===== config.mk =====
export PLATFORM = sky130hd
export DESIGN_NAME = enigma_step_controller
export DESIGN_NICKNAME = d
export VERILOG_FILES = /design/src/rtl/enigma_pkg.sv /design/src/rtl/enigma_pos_tracker.sv /design/src/rtl/enigma_step_controller.sv
export SDC_FILE = /design/constraint.sdc
export NUM_CORES = 1
export LEC_CHECK = 0
export ABC_AREA = 1
export BUFFER_PORTS_ARGS = -buffer_cell sky130_fd_sc_hd__buf_2
export CAP_MARGIN = 30
export CORE_ASPECT_RATIO = 1.75
export CORE_UTILIZATION = 55
export DETAILED_ROUTE_END_ITERATION = 7
export GPL_TIMING_DRIVEN = 0
export PLACE_DENSITY_LB_ADDON = 0.1
export SETUP_SLACK_MARGIN = 0.15
export SLEW_MARGIN = 20
export SYNTH_ARGS = -nofsm -noshare
export SYNTH_HDL_FRONTEND = slang
export SYNTH_HIERARCHICAL = 1
export SYNTH_SLANG_ARGS = --single-unit
export TNS_END_PERCENT = 30

===== constraint.sdc =====
create_clock -name clk -period 7.82 [get_ports clk]
set_input_delay 1.564 -clock clk [delete_from_list [all_inputs] [get_ports clk]]
set_output_delay 1.564 -clock clk [all_outputs]
set_load 0.03 [all_outputs]

===== src/rtl/enigma_pkg.sv =====
// Shared types and helpers for the rotor step controller: states, letter arithmetic, lamp check.
// Pure declarations; no timing or flow control of its own.
package enigma_pkg;

  localparam int LETTERS = 26;

  typedef logic [4:0] letter_t;

  typedef enum logic [2:0] {
    ST_IDLE,
    ST_STEP_HI,
    ST_STEP_LO,
    ST_SETTLE,
    ST_OUTPUT,
    ST_ALIGN_HI,
    ST_ALIGN_LO
  } state_e;

  typedef struct packed {
    letter_t ring;
    letter_t notch;
  } wiring_config_t;

  // Historical rotor III/II/I in the right/middle/left slots; notch letters V, E, Q.
  localparam wiring_config_t WIRING_R = '{ring: 5'd0, notch: 5'd21};
  localparam wiring_config_t WIRING_M = '{ring: 5'd0, notch: 5'd4};
  localparam wiring_config_t WIRING_L = '{ring: 5'd0, notch: 5'd16};

  function automatic letter_t inc26(input letter_t v);
    return (v == letter_t'(LETTERS - 1)) ? '0 : v + 5'd1;
  endfunction

  // Forward distance from 'from' to 'to' around the 26-letter ring.
  function automatic letter_t dist26(input letter_t from, input letter_t to);
    logic [5:0] d;
    d = {1'b0, to} + 6'(LETTERS) - {1'b0, from};
    if (d >= 6'(LETTERS)) d = d - 6'(LETTERS);
    return d[4:0];
  endfunction

  function automatic logic is_onehot26(input logic [25:0] v);
    logic [4:0] cnt;
    cnt = '0;
    for (int i = 0; i < 26; i++) cnt = cnt + {4'd0, v[i]};
    return cnt == 5'd1;
  endfunction

endpackage


===== src/rtl/enigma_pos_tracker.sv =====
// One rotor's tracked position and outstanding alignment steps.
// Updates on the clock edge after inc/dec/load; no backpressure.
module enigma_pos_tracker
  import enigma_pkg::*;
(
  input  logic       clk,
  input  logic       reset,
  input  logic       inc_i,
  input  logic       dec_i,
  input  logic       load_i,
  input  logic [4:0] rem_i,
  output logic [4:0] pos_o,
  output logic [4:0] rem_o
);

  letter_t pos_q, pos_d;
  letter_t rem_q, rem_d;

  always_comb begin
    pos_d = pos_q;
    rem_d = rem_q;
    if (load_i) begin
      rem_d = rem_i;
    end else if (dec_i && rem_q != 5'd0) begin
      rem_d = rem_q - 5'd1;
    end
    if (inc_i) pos_d = inc26(pos_q);
  end

  always_ff @(posedge clk or posedge reset) begin
    if (reset) begin
      pos_q <= '0;
      rem_q <= '0;
    end else begin
      pos_q <= pos_d;
      rem_q <= rem_d;
    end
  end

  assign pos_o = pos_q;
  assign rem_o = rem_q;

endmodule


===== src/rtl/enigma_step_controller.sv =====
// Steps three rotors per keypress (with double-step), captures the lamp after settling, aligns on request.
// Key to cipher_valid is 3+SETTLE_CYCLES cycles; result held until cipher_ready, keys accepted only when idle.
module enigma_step_controller
  import enigma_pkg::*;
#(
  parameter int SETTLE_CYCLES = 4,
  parameter int NUM_LETTERS   = 26
) (
  input  logic        clk,
  input  logic        reset,
  input  logic        key_valid,
  input  logic [25:0] key_onehot,
  output logic        key_ready,
  input  logic        align_valid,
  input  logic [14:0] align_pos,
  output logic        align_err,
  output logic        rotate_r,
  output logic        rotate_m,
  output logic        rotate_l,
  input  logic        notch_r,
  input  logic        notch_m,
  output logic [25:0] rotor_in,
  input  logic [25:0] lamp_in,
  output logic        cipher_valid,
  output logic [25:0] cipher_onehot,
  input  logic        cipher_ready,
  output logic        cipher_err,
  output logic [4:0]  pos_r,
  output logic [4:0]  pos_m,
  output logic [4:0]  pos_l
);

  state_e      state_q, state_d;
  logic [25:0] key_q, key_d;
  logic [25:0] cipher_q, cipher_d;
  logic [2:0]  rot_q, rot_d;
  logic [3:0]  cnt_q, cnt_d;
  logic        cerr_q, cerr_d;
  logic        aerr_q, aerr_d;

  logic        align_ok;
  logic        load;
  logic [4:0]  rem_r, rem_m, rem_l;
  logic [4:0]  new_r, new_m, new_l;
  logic [2:0]  rem_nz, new_nz, inc, dec;

  localparam logic [4:0] MAX_LETTER = 5'(NUM_LETTERS - 1);

  assign align_ok = (align_pos[4:0] <= MAX_LETTER) && (align_pos[9:5] <= MAX_LETTER)
                 && (align_pos[14:10] <= MAX_LETTER);
  assign new_r  = dist26(pos_r, align_pos[4:0]);
  assign new_m  = dist26(pos_m, align_pos[9:5]);
  assign new_l  = dist26(pos_l, align_pos[14:10]);
  assign new_nz = {new_l != 5'd0, new_m != 5'd0, new_r != 5'd0};
  assign rem_nz = {rem_l != 5'd0, rem_m != 5'd0, rem_r != 5'd0};

  // Positions advance while the matching strobe is high; align steps also burn remaining count.
  assign inc = rot_q & {3{state_q == ST_STEP_HI || state_q == ST_ALIGN_HI}};
  assign dec = rot_q & {3{state_q == ST_ALIGN_HI}};

  always_comb begin
    state_d  = state_q;
    key_d    = key_q;
    cipher_d = cipher_q;
    rot_d    = 3'b000;
    cnt_d    = cnt_q;
    cerr_d   = cerr_q;
    aerr_d   = 1'b0;
    load     = 1'b0;
    unique case (state_q)
      ST_IDLE: begin
        if (align_valid) begin
          if (!align_ok) begin
            aerr_d = 1'b1;
          end else begin
            load = 1'b1;
            if (|new_nz) begin
              rot_d   = new_nz;
              state_d = ST_ALIGN_HI;
            end
          end
        end else if (key_valid) begin
          key_d   = key_onehot;
          rot_d   = {notch_m, notch_r | notch_m, 1'b1};
          state_d = ST_STEP_HI;
        end
      end
      ST_STEP_HI: state_d = ST_STEP_LO;
      ST_STEP_LO: begin
        cnt_d   = 4'(SETTLE_CYCLES - 1);
        state_d = ST_SETTLE;
      end
      ST_SETTLE: begin
        if (cnt_q == 4'd0) begin
          cipher_d = lamp_in;
          cerr_d   = !is_onehot26(lamp_in);
          state_d  = ST_OUTPUT;
        end else begin
          cnt_d = cnt_q - 4'd1;
        end
      end
      ST_OUTPUT: if (cipher_ready) state_d = ST_IDLE;
      ST_ALIGN_HI: state_d = ST_ALIGN_LO;
      ST_ALIGN_LO: begin
        if (|rem_nz) begin
          rot_d   = rem_nz;
          state_d = ST_ALIGN_HI;
        end else begin
          state_d = ST_IDLE;
        end
      end
      default: state_d = ST_IDLE;
    endcase
  end

  always_ff @(posedge clk or posedge reset) begin
    if (reset) begin
      state_q  <= ST_IDLE;
      key_q    <= '0;
      cipher_q <= '0;
      rot_q    <= '0;
      cnt_q    <= '0;
      cerr_q   <= 1'b0;
      aerr_q   <= 1'b0;
    end else begin
      state_q  <= state_d;
      key_q    <= key_d;
      cipher_q <= cipher_d;
      rot_q    <= rot_d;
      cnt_q    <= cnt_d;
      cerr_q   <= cerr_d;
      aerr_q   <= aerr_d;
    end
  end

  enigma_pos_tracker u_trk_r (
    .clk(clk), .reset(reset), .inc_i(inc[0]), .dec_i(dec[0]), .load_i(load),
    .rem_i(new_r), .pos_o(pos_r), .rem_o(rem_r)
  );
  enigma_pos_tracker u_trk_m (
    .clk(clk), .reset(reset), .inc_i(inc[1]), .dec_i(dec[1]), .load_i(load),
    .rem_i(new_m), .pos_o(pos_m), .rem_o(rem_m)
  );
  enigma_pos_tracker u_trk_l (
    .clk(clk), .reset(reset), .inc_i(inc[2]), .dec_i(dec[2]), .load_i(load),
    .rem_i(new_l), .pos_o(pos_l), .rem_o(rem_l)
  );

  assign key_ready     = (state_q == ST_IDLE);
  assign cipher_valid  = (state_q == ST_OUTPUT);
  assign rotor_in      = (state_q == ST_SETTLE || state_q == ST_OUTPUT) ? key_q : '0;
  assign cipher_onehot = cipher_q;
  assign cipher_err    = cerr_q;
  assign align_err     = aerr_q;
  assign rotate_r      = rot_q[0];
  assign rotate_m      = rot_q[1];
  assign rotate_l      = rot_q[2];

endmodule


---- Word-level counts from Yosys, hierarchy flattened ----
Cells that the tools add are included.
operators by class
  add/subtract/negate cells ............... 41
  reductions and logical operators ........ 26
  divide/modulo/power cells ............... 0
  multiplexer cells ....................... 35
  order comparisons ....................... 6
  eq/ne operators ......................... 16
  shift operators ......................... 0
  bitwise logic cells ..................... 4
  multipliers ............................. 0
operators with widths
  cell                                                                                  count
  5-bit by 1-bit adder with 5-bit output                                                21
  5-bit two-way mux                                                                     12
  3-bit two-way mux                                                                     12
  5-bit nonzero test                                                                    6
  26-bit two-way mux                                                                    1
  3-bit one-hot mux with 7 select lines                                                 1
  5-bit by 5-bit adder with 6-bit output (second input constant)                        3
  6-bit by 5-bit greater-or-equal comparator with 1-bit output (second input constant)  3
  6-bit by 5-bit subtractor with 6-bit output                                           3
  5-bit by 1-bit adder with 5-bit output (second input constant)                        3
  5-bit equality test (second input constant)                                           3
  5-bit <= comparator (second input constant)                                           3
  5-bit by 1-bit subtractor with 5-bit output (second input constant)                   3
  5-bit subtractor (second input constant)                                              3
  3-bit equality test (second input constant)                                           3
  3-bit by 2-bit != test with 1-bit output (second input constant)                      3
  4-bit one-hot mux with 2 select lines                                                 1
  2-bit nonzero test                                                                    4
  3-bit bitwise AND                                                                     2
  3-bit by 2-bit equality test with 1-bit output (second input constant)                2
  1-bit two-way mux                                                                     6
  3-bit one-hot mux with 2 select lines                                                 1
  3-bit OR reduction                                                                    2
  4-bit by 1-bit adder with 5-bit output                                                1
  19 further kinds                                                                      26
storage, ports and cells
  register bits ........................... 94
  output and inout port bits .............. 74
  bits in read-only memories .............. 0
  latch bits .............................. 0
  word-level logic and storage cells ...... 141
  RAM bits ................................ 0
  memories ................................ 0
  input bits .............................. 74

---- Logic depth before layout (Yosys ltp) ----
Gate-level depths: netlist (run 1).
  word-level depth ........................ 27
  gate-level depth with buffers ........... 19
  mapped depth without buffers ............ 19

---- By module ----
Netlist (run 1), hierarchy kept.
modules (own cells, without submodules)
  module                  times used  area an instance (µm²)  cells an instance  seq. area each (µm²)
  enigma_step_controller  1           4655.7                  613                1601.5
  enigma_pos_tracker      3           621.8                   74                 250.2

---- Worst setup path before layout (run 1) ----
OpenSTA, ideal clock, no wires.
  kind .................................... input to register
  start point ............................. input lamp_in[11]
  end point ............................... register cerr_q (netlist: cipher_err)
  arrival ................................. 5.656 ns
  setup time .............................. 0.125 ns
  data required time ...................... 7.695 ns
  stages on the path ...................... 16
  buffers on the path ..................... 0
  slack ................................... 2.039 ns
  cells stage by stage .................... fa_1 > inv_1 > fa_1 > inv_1 > fa_1 > fa_1 > inv_1 > fa_1 > fa_1 > inv_1 > ha_1 > fa_1 > nand3_1 > a21oi_1 > nor4_1 > nor2_1
between the ends
  longest elaborated chain between the ends .. 17
RTL lines
  what                                                   line                           RTL
  from (decl)                                            enigma_step_controller.sv:23   input logic [25:0] lamp_in,
  5-bit by 1-bit adder with 5-bit output (15 in series)  enigma_pkg.sv:44               for (int i = 0; i < 26; i++) cnt = cnt + {4'd0, v[i]};
  5-bit by 1-bit equality test with 1-bit output         enigma_pkg.sv:45               return cnt == 5'd1;
  1-bit zero test                                        enigma_step_controller.sv:96   cerr_d = !is_onehot26(lamp_in);
  to (signal assigned)                                   enigma_step_controller.sv:131  cerr_q <= cerr_d;
  to (decl)                                              enigma_step_controller.sv:38   logic cerr_q, cerr_d;
Every way passes these cells.
A chain may end at the register's enable or synchronous reset.

---- Final worst setup path (run 1) ----
Ends and elaborated chain as after synthesis.

==> results.md, run 1 <==
- WL per Instance: 12.7 um
- CTS buffer count: 9
- 1st-iter DRT viols: ~270
- Design area: 0.00775 mm^2
- DRC Markers: 4
- IO buf count: 147
- Critical path class: primary input to register
- Leading register cell type out of synthesis: dfrtp_1
- Root buffer cell: clkbuf_16
- Crit-path max cell delay: between 500 and 600 ps
- Routed Wire Length: 14.4 mm
- Vias in the first global route: 5687
- Initial antenna violation count: 0
- Relative slew slack: roughly three fifths
- # resized after CTS: 0
- Final setup viols: 0
- Reg2Reg Capture Point: state_q[0]
- Leakage: 0.00434 uW
- Reg clk slew, reported paths: 70 ps
- Status: finished with violations
- Post-synthesis sequential area ratio: 36.1%
- I/O pin total: 148
- Placed wire-length estimate: 11.7 mm
- Placed cells: 1118
- CTS tree: built
- Final Util: ~67%
- Via-per-instance ratio: approximately 5.1
- Filler cells: 1067
- Top cells by count, synth: nand2_1 (189), inv_1 (169), dfrtp_1 (94)
- Post-Synth Adder-Cell Area: between 15 and 20%
- Failing checks: design-rule violations
- Asr flop ratio synth: 100%
- First-pass GRT wire length: 24.5 mm
- Post-Layout Cell Count: 1134
- Startpoint types: primary input
- Largest area contributor in the synthesized netlist: dfrtp_1
- Compound-cell area share of the yosys netlist: 8.25%
- Antenna Diode Count: 0
- Tightest Pin Transition: 574 ps
- Share of the synthesized area in the top cell type: 36.1%
- Mux contribution to synthesized area: 0%
- Cell seen most often among critical-path stages: fa_1
- Grt ovf: 0
- PD cells: 433 mW/mm^2
- Hold path cells: 2
- Largest family of logic cells by synthesized area: simple AND/OR/NAND/NOR gates
- Warnings from Yosys: 6
- CTS Sinks: 94
- Area of the multi-input gates: between 0.003 and 0.004 mm^2
- H-Tree Depth: 3
- Maximum root-to-sink buffer count: 2
- Syn Nets: 980
- Largest net degree at the start of global routing: 34
- Post-synth EDFFs: 0
- Final nets: roughly 1.1k
- Quantity of hold-fixing buffers added after cts: 0
- Critical path peak fanout: 2
- RD Place Congestion: approximately 0.83
- Routed Antenna Nets: 0
- Clock Skew: 10.2 ps
- Slowest stage cell, crit path: fa_1
- Synthesis-stage register bit count: 94
- Syn_area_per_cell: 7.81 um^2
- Clock latency on the worst-skew pair: ~340 ps
- Hold path startpoint: cipher_onehot[2]
- Cell Chain, Critical Path: buf_2, fa_1, inv_1, fa_1, inv_1, fa_1, fa_1, inv_1, fa_1, fa_1, inv_1, ha_1, fa_1, nand3_1, a21oi_1, nor4_1, nor2_1
- Tot Pwr: 3350 uW
- Final hold violation count: 0
- Initial Utilization: 56.3%
- Peak supply drop: 0.000267 V
- Postcts setup bufs: 0
- Worst min path class: register to register
- Die span in x: 84.3 um
- Cell Area, Placed: 0.00745 mm^2
- Fin crit share: 73.1%
- Share of cells above drive strength 1: 23.7%
- Crit path DAT: 5940 ps
- Critical Path Sink Type: register
- Unrepaired setup endpoints after global routing: no
- Most frequent cell after synthesis: nand2_1
- Hold Path End: cipher_onehot[2]
- Drt first pass iters: 8
- Register Area: 0.00235 mm^2
- XOR/XNOR Fraction of Synth Area: 0.940%
- Die ar.: 0.0123 mm^2
- Post-route minimum period: 5710 ps
- Post-synthesis cell type count: 42
- Post-Syn Instances: 835
- # rows: 52
- Total GRT Usage: 24.9%
- Fmax: 0.175 GHz
- Ranking of synthesized cells by area: dfrtp_1 (36%), nand2_1 (11%), inv_1 (9.7%)
- Slew Limit Fails: 0
- Vert. Die Dim: between 100 and 150 um
- Worst endpoint required time: between 8000 and 9000 ps
- Mapped Area: 0.00652 mm^2
- Core area: 0.0116 mm^2
- Reg2Reg Depth: 14
- R2r setup slk: 5030 ps
- Simple-Gate Fraction of Synth Area: a little over a quarter
- Via count: 5749
- Setup TNS: 0 ps
- Reg2reg start: u_trk_m/pos_o[1]
- Max-cap violations: 0
- Area delta synth->final: 18.8%
worst max-delay path, delay by kind of cell:
| kind | cells | cell delay [ps] |
|---|---|---|
| adders and majority gates | 8 | 3520 |
| and+or+nand+nor | 3 | 470 |
| buffers and inverters | 5 | 320 |
| AOI/OAI and AO/OA | 1 | 70 |
layout by cell type, fill, tap and decap left out, types with 5 or more instances in the layout:
| master | n |
|---|---|
| a21oi_1 | 15 |
| buf_2 | 150 |
| clkbuf_1 | 8 |
| clkbuf_16 | 9 |
| dfrtp_1 | 94 |
| fa_1 | 21 |
| ha_1 | 50 |
| inv_1 | 168 |
| inv_2 | 8 |
| nand2_1 | 189 |
| nand2_2 | 9 |
| nand2_4 | 6 |
| nand3_1 | 57 |
| nand3_2 | 7 |
| nand4_1 | 5 |
| nor2_1 | 61 |
| nor2_2 | 7 |
| nor3_1 | 9 |
| o21ai_0 | 47 |
| o21ai_2 | 7 |
worst max-delay path by stage:
stage	start	endpoint	depth (start not counted)
2_1_floorplan	lamp_in[11]	cipher_err	16
3_3_place_gp	lamp_in[11]	cipher_err	17
3_5_place_dp	lamp_in[11]	cipher_err	17
4_1_cts	lamp_in[11]	cipher_err	17
5_1_grt	lamp_in[11]	cipher_err	17
6_report	lamp_in[11]	cipher_err	17
power by group:
group          total (uW)  internal, uW  switching [uW]
Combinational        2050           725            1330
Clock                 439           226             213
Sequential            865           706             158
Total                3350          1660            1700
cells by family (layout without fill, tap and decap cells):
logic type / after synthesis / count (layout)
buffers and inverters: 195 / 359
flip-flops: 94 / 94
adder cells (fa/ha/maj): 71 / 71
AO/OA/AOI/OAI: 92 / 92
XOR/XNOR: 7 / 7
AND/OR/NAND/NOR: 376 / 376
state kept, by name, indices dropped and copies added (netlist names):
signal,count
rot_q,3
key_q,26
state_q,3
align_err,1
u_trk_r/pos_o,5
cnt_q,4
u_trk_m/rem_o,5
u_trk_r/rem_o,5
u_trk_l/rem_o,5
u_trk_m/pos_o,5
cipher_onehot,26
u_trk_l/pos_o,5
cipher_err,1
routing by layer:
layer / share of wire, % / track usage (%) / vias to the layer above / wire [um]
li1: - / - / 2922 / -
met1: 39 / 26.5 / 2674 / 5590
met2: 56 / 48.8 / 129 / 8040
met3: 3.2 / 3.39 / 24 / 457
met4: 2.5 / 9.14 / 0 / 363
met5: 0 / 0 / - / 0
through the flow:
step           setup slack (ps)  hold slack (ps)
2_1_floorplan              2040              484
3_3_place_gp               1770              449
3_5_place_dp               1720              453
4_1_cts                    2080              471
5_1_grt                    1870              490
6_report                   2110              468
area by class of cell:
type / count / share of cell area, %
Inverter: 181 / 8.85
Multi-Input combinational cell: 546 / 44.1
Timing Repair Buffer: 148 / 9.76
Tap cell: 135 / 2.18
Sequential cell: 94 / 30.4
Buffer: 14 / 0.872
Clock inverter: 7 / 0.937
Clock buffer: 9 / 2.91
Power figures use the tool's default switching activity.
==> run 2: changes to the inputs <==
Settings changed: CORE_UTILIZATION 55 to 50.
Clock period 7.82 ns to 4.7 ns, I/O delays scaled along.
==> run 2 against run 1 <==
Via count decreased by 0.43%. Cell count increased by 2.9%. Clock power increased by 66%. Core utilization decreased by 4.6 points. The run ends with negative setup slack left. Largest cell class unchanged. Critical path depth unchanged. Clock skew increased by 1.3 ps.
==> results.md, run 2 (synthesis results as in run 1) <==
- # rows: 54 (+3.8%)
- 1st-iter DRT viols: 233 (-13%)
- Area of the multi-input gates: 0.00344 mm^2 (+0.66%)
- GR peak layer: met2
- CTS Sinks: 94 (unchanged)
- R2r setup slk: 1870 ps (-3160 ps)
- Via count: 5724 (-0.43%)
- Relative slew slack: 60.4% (-0.84 points)
- Crit-path max cell delay: 530 ps (about the same)
- Worst min path class: register to register
- Register Area: 0.00235 mm^2 (unchanged)
- IO buf count: 147 (unchanged)
- CTS buffer count: 9 (unchanged)
- Leakage: 0.00435 uW (+0.13%)
- Clock Skew: 11.4 ps (+1.26 ps)
- WL per Instance: 12.7 um (about the same)
- Placed wire-length estimate: 12.0 mm (+3.1%)
- Final Util: 62.3% (-4.6 points)
- Critical path class: primary input to register
- Tightest Pin Transition: 587 ps (+12.5 ps)
- Core area: 0.0126 mm^2 (+8.5%)
- Final hold violation count: 0 (unchanged)
- Quantity of hold-fixing buffers added after cts: 0 (unchanged)
- Reg clk slew, reported paths: 70 ps (about the same)
- Setup ws final: -278 ps (-2380 ps)
- Drt first pass iters: 5 (-3)
- Critical path peak fanout: 2 (unchanged)
- Cell Chain, Critical Path: buf_2, fa_1, inv_1, fa_1, inv_1, fa_1, fa_1, inv_1, fa_1, fa_1, inv_1, ha_2, fa_2, nand3_2, a21oi_2, nor4_2, nor2_1
- Antenna Diode Count: 0 (unchanged)
- Slew Limit Fails: 0 (unchanged)
- Slowest stage cell, crit path: fa_1
- Die span in x: 88.3 um (+4.8%)
- CTS tree: built
- Maximum root-to-sink buffer count: 2 (unchanged)
- Routed Antenna Nets: 0 (unchanged)
- Top delay family on crit path: adder cells
- Fmax: between 0.2 and 0.25 GHz
- Final setup viols: 1 (+1)
- Cell Area, Placed: 0.00750 mm^2 (+0.66%)
- Peak supply drop: 0.000433 V (+63%)
- Pre-CTS setup slack: -773 ps (-2490 ps)
- Area delta synth->final: 20.0%
- Met1 GRT Util: 24.6% (-1.9 points)
- Setup TNS: -278 ps (-278 ps)
- Startpoint types: primary input
- Worst endpoint required time: 4920 ps (-3130 ps)
- Unrepaired setup endpoints after global routing: yes
- Failing checks: negative setup slack
- DRC Markers: 0 (-4)
- RD Place Congestion: 0.818 (-1.9%)
- Max-cap violations: 0 (unchanged)
- Postcts setup bufs: 0 (unchanged)
- Commonest non-fill, non-tap cell in the layout: nand2_1
- Grt ovf: 0 (unchanged)
- Total GRT Usage: 23.9% (-1.0 points)
- I/O pin total: 148 (unchanged)
- Initial antenna violation count: 0 (unchanged)
- Root buffer cell: clkbuf_16
- Critical Path Sink Type: register
- Status: finished with violations
- Met3 usage: 3.78% (+0.39 points)
- Filler cells: 1242 (+16%)
- Initial Utilization: 51.9% (-4.4 points)
- Fin crit share: 106%
- H-Tree Depth: 3 (unchanged)
- Routed Wire Length: 14.9 mm (+2.8%)
- PD cells: 723 mW/mm^2 (+67%)
- Share of cells above drive strength 1: 24.3% (+0.60 points)
- Buf+Inv Stages, Crit Path: 5 (unchanged)
- Largest net degree at the start of global routing: 52 (+53%)
- Most frequent cells in the layout: nand2_1 (189), inv_1 (168), buf_2 (149)
- Vias in the first global route: 5962 (+4.8%)
- Met2 Use GR: 46.4% (-2.3 points)
- Hold slack: 478 ps (+9.98 ps)
- Final nets: 1139 (unchanged)
- Die ar.: 0.0135 mm^2 (+9.8%)
- Via-per-instance ratio: 4.90 (-3.3%)
- Post-route minimum period: ~5000 ps
- Vert. Die Dim: 153 um (+4.8%)
- First-pass GRT wire length: 25.5 mm (+4.0%)
- Design area: 0.00783 mm^2 (+1.0%)
- Crit path DAT: 5200 ps (-740 ps)
- Cell seen most often among critical-path stages: fa_1
- Clock latency on the worst-skew pair: 340 ps (about the same)
run 2: layout make-up:
class / count / share of cell area (%)
sequential: 94 / 30.1
multi-input combinational: 546 / 44.0
clock inverter: 7 / 0.959
clock buffer: 9 / 2.88
inverter: 181 / 8.76
tap: 168 / 2.69
timing repair buffer: 148 / 9.83
buffer: 14 / 0.863
run 2: path summary, 6_finish.rpt:
| check | startpoint | depth (start not counted) | endpoint |
|---|---|---|---|
| worst min register to register | cipher_onehot[9] | 2 | cipher_onehot[9] |
| max in group asynchronous | reset | 3 | cipher_onehot[25] |
| worst min-delay path | cipher_onehot[9] | 2 | cipher_onehot[9] |
| worst max-delay path | lamp_in[11] | 17 | cipher_err |
| worst max register to register | u_trk_m/pos_o[1] | 14 | state_q[0] |
| min in group asynchronous | reset | 2 | state_q[1] |
run 2: stage by stage:
| stage | power (uW) | std cells |
|---|---|---|
| final | 5660 | 1167 |
| after global routing | 6260 | 1167 |
| after CTS | 5700 | 1167 |
| after detailed placement | 4890 | 1151 |
| after global placement | 4810 | 1150 |
| after floorplan | 4070 | 835 |
run 2: report_power, final:
group / internal (uW) / switching [uW]
Sequential: 1180 / 270
Clock: 378 / 352
Combinational: 1230 / 2250
run 2: worst register-to-register path, delay by kind of cell (launching register included):
kind                       cells  cell delay (ps)
and+or+nand+nor                7              730
DFF                            1              460
AOI/OAI and AO/OA              1              180
adders and majority gates      3             1050
xor gates and xnor gates       1              190
buffers and inverters          2              110
run 2: repair_timing:
action / CTS / global route
resized for setup: 5 / 3
setup endpoints to repair: 1 / 1
pin swaps: 2 / 0
run 2: per-layer routing:
layer	vias to the layer above	wire [um]
met5	-	0
met4	0	374
met3	24	564
met2	121	8310
met1	2663	5610
li1	2916	-
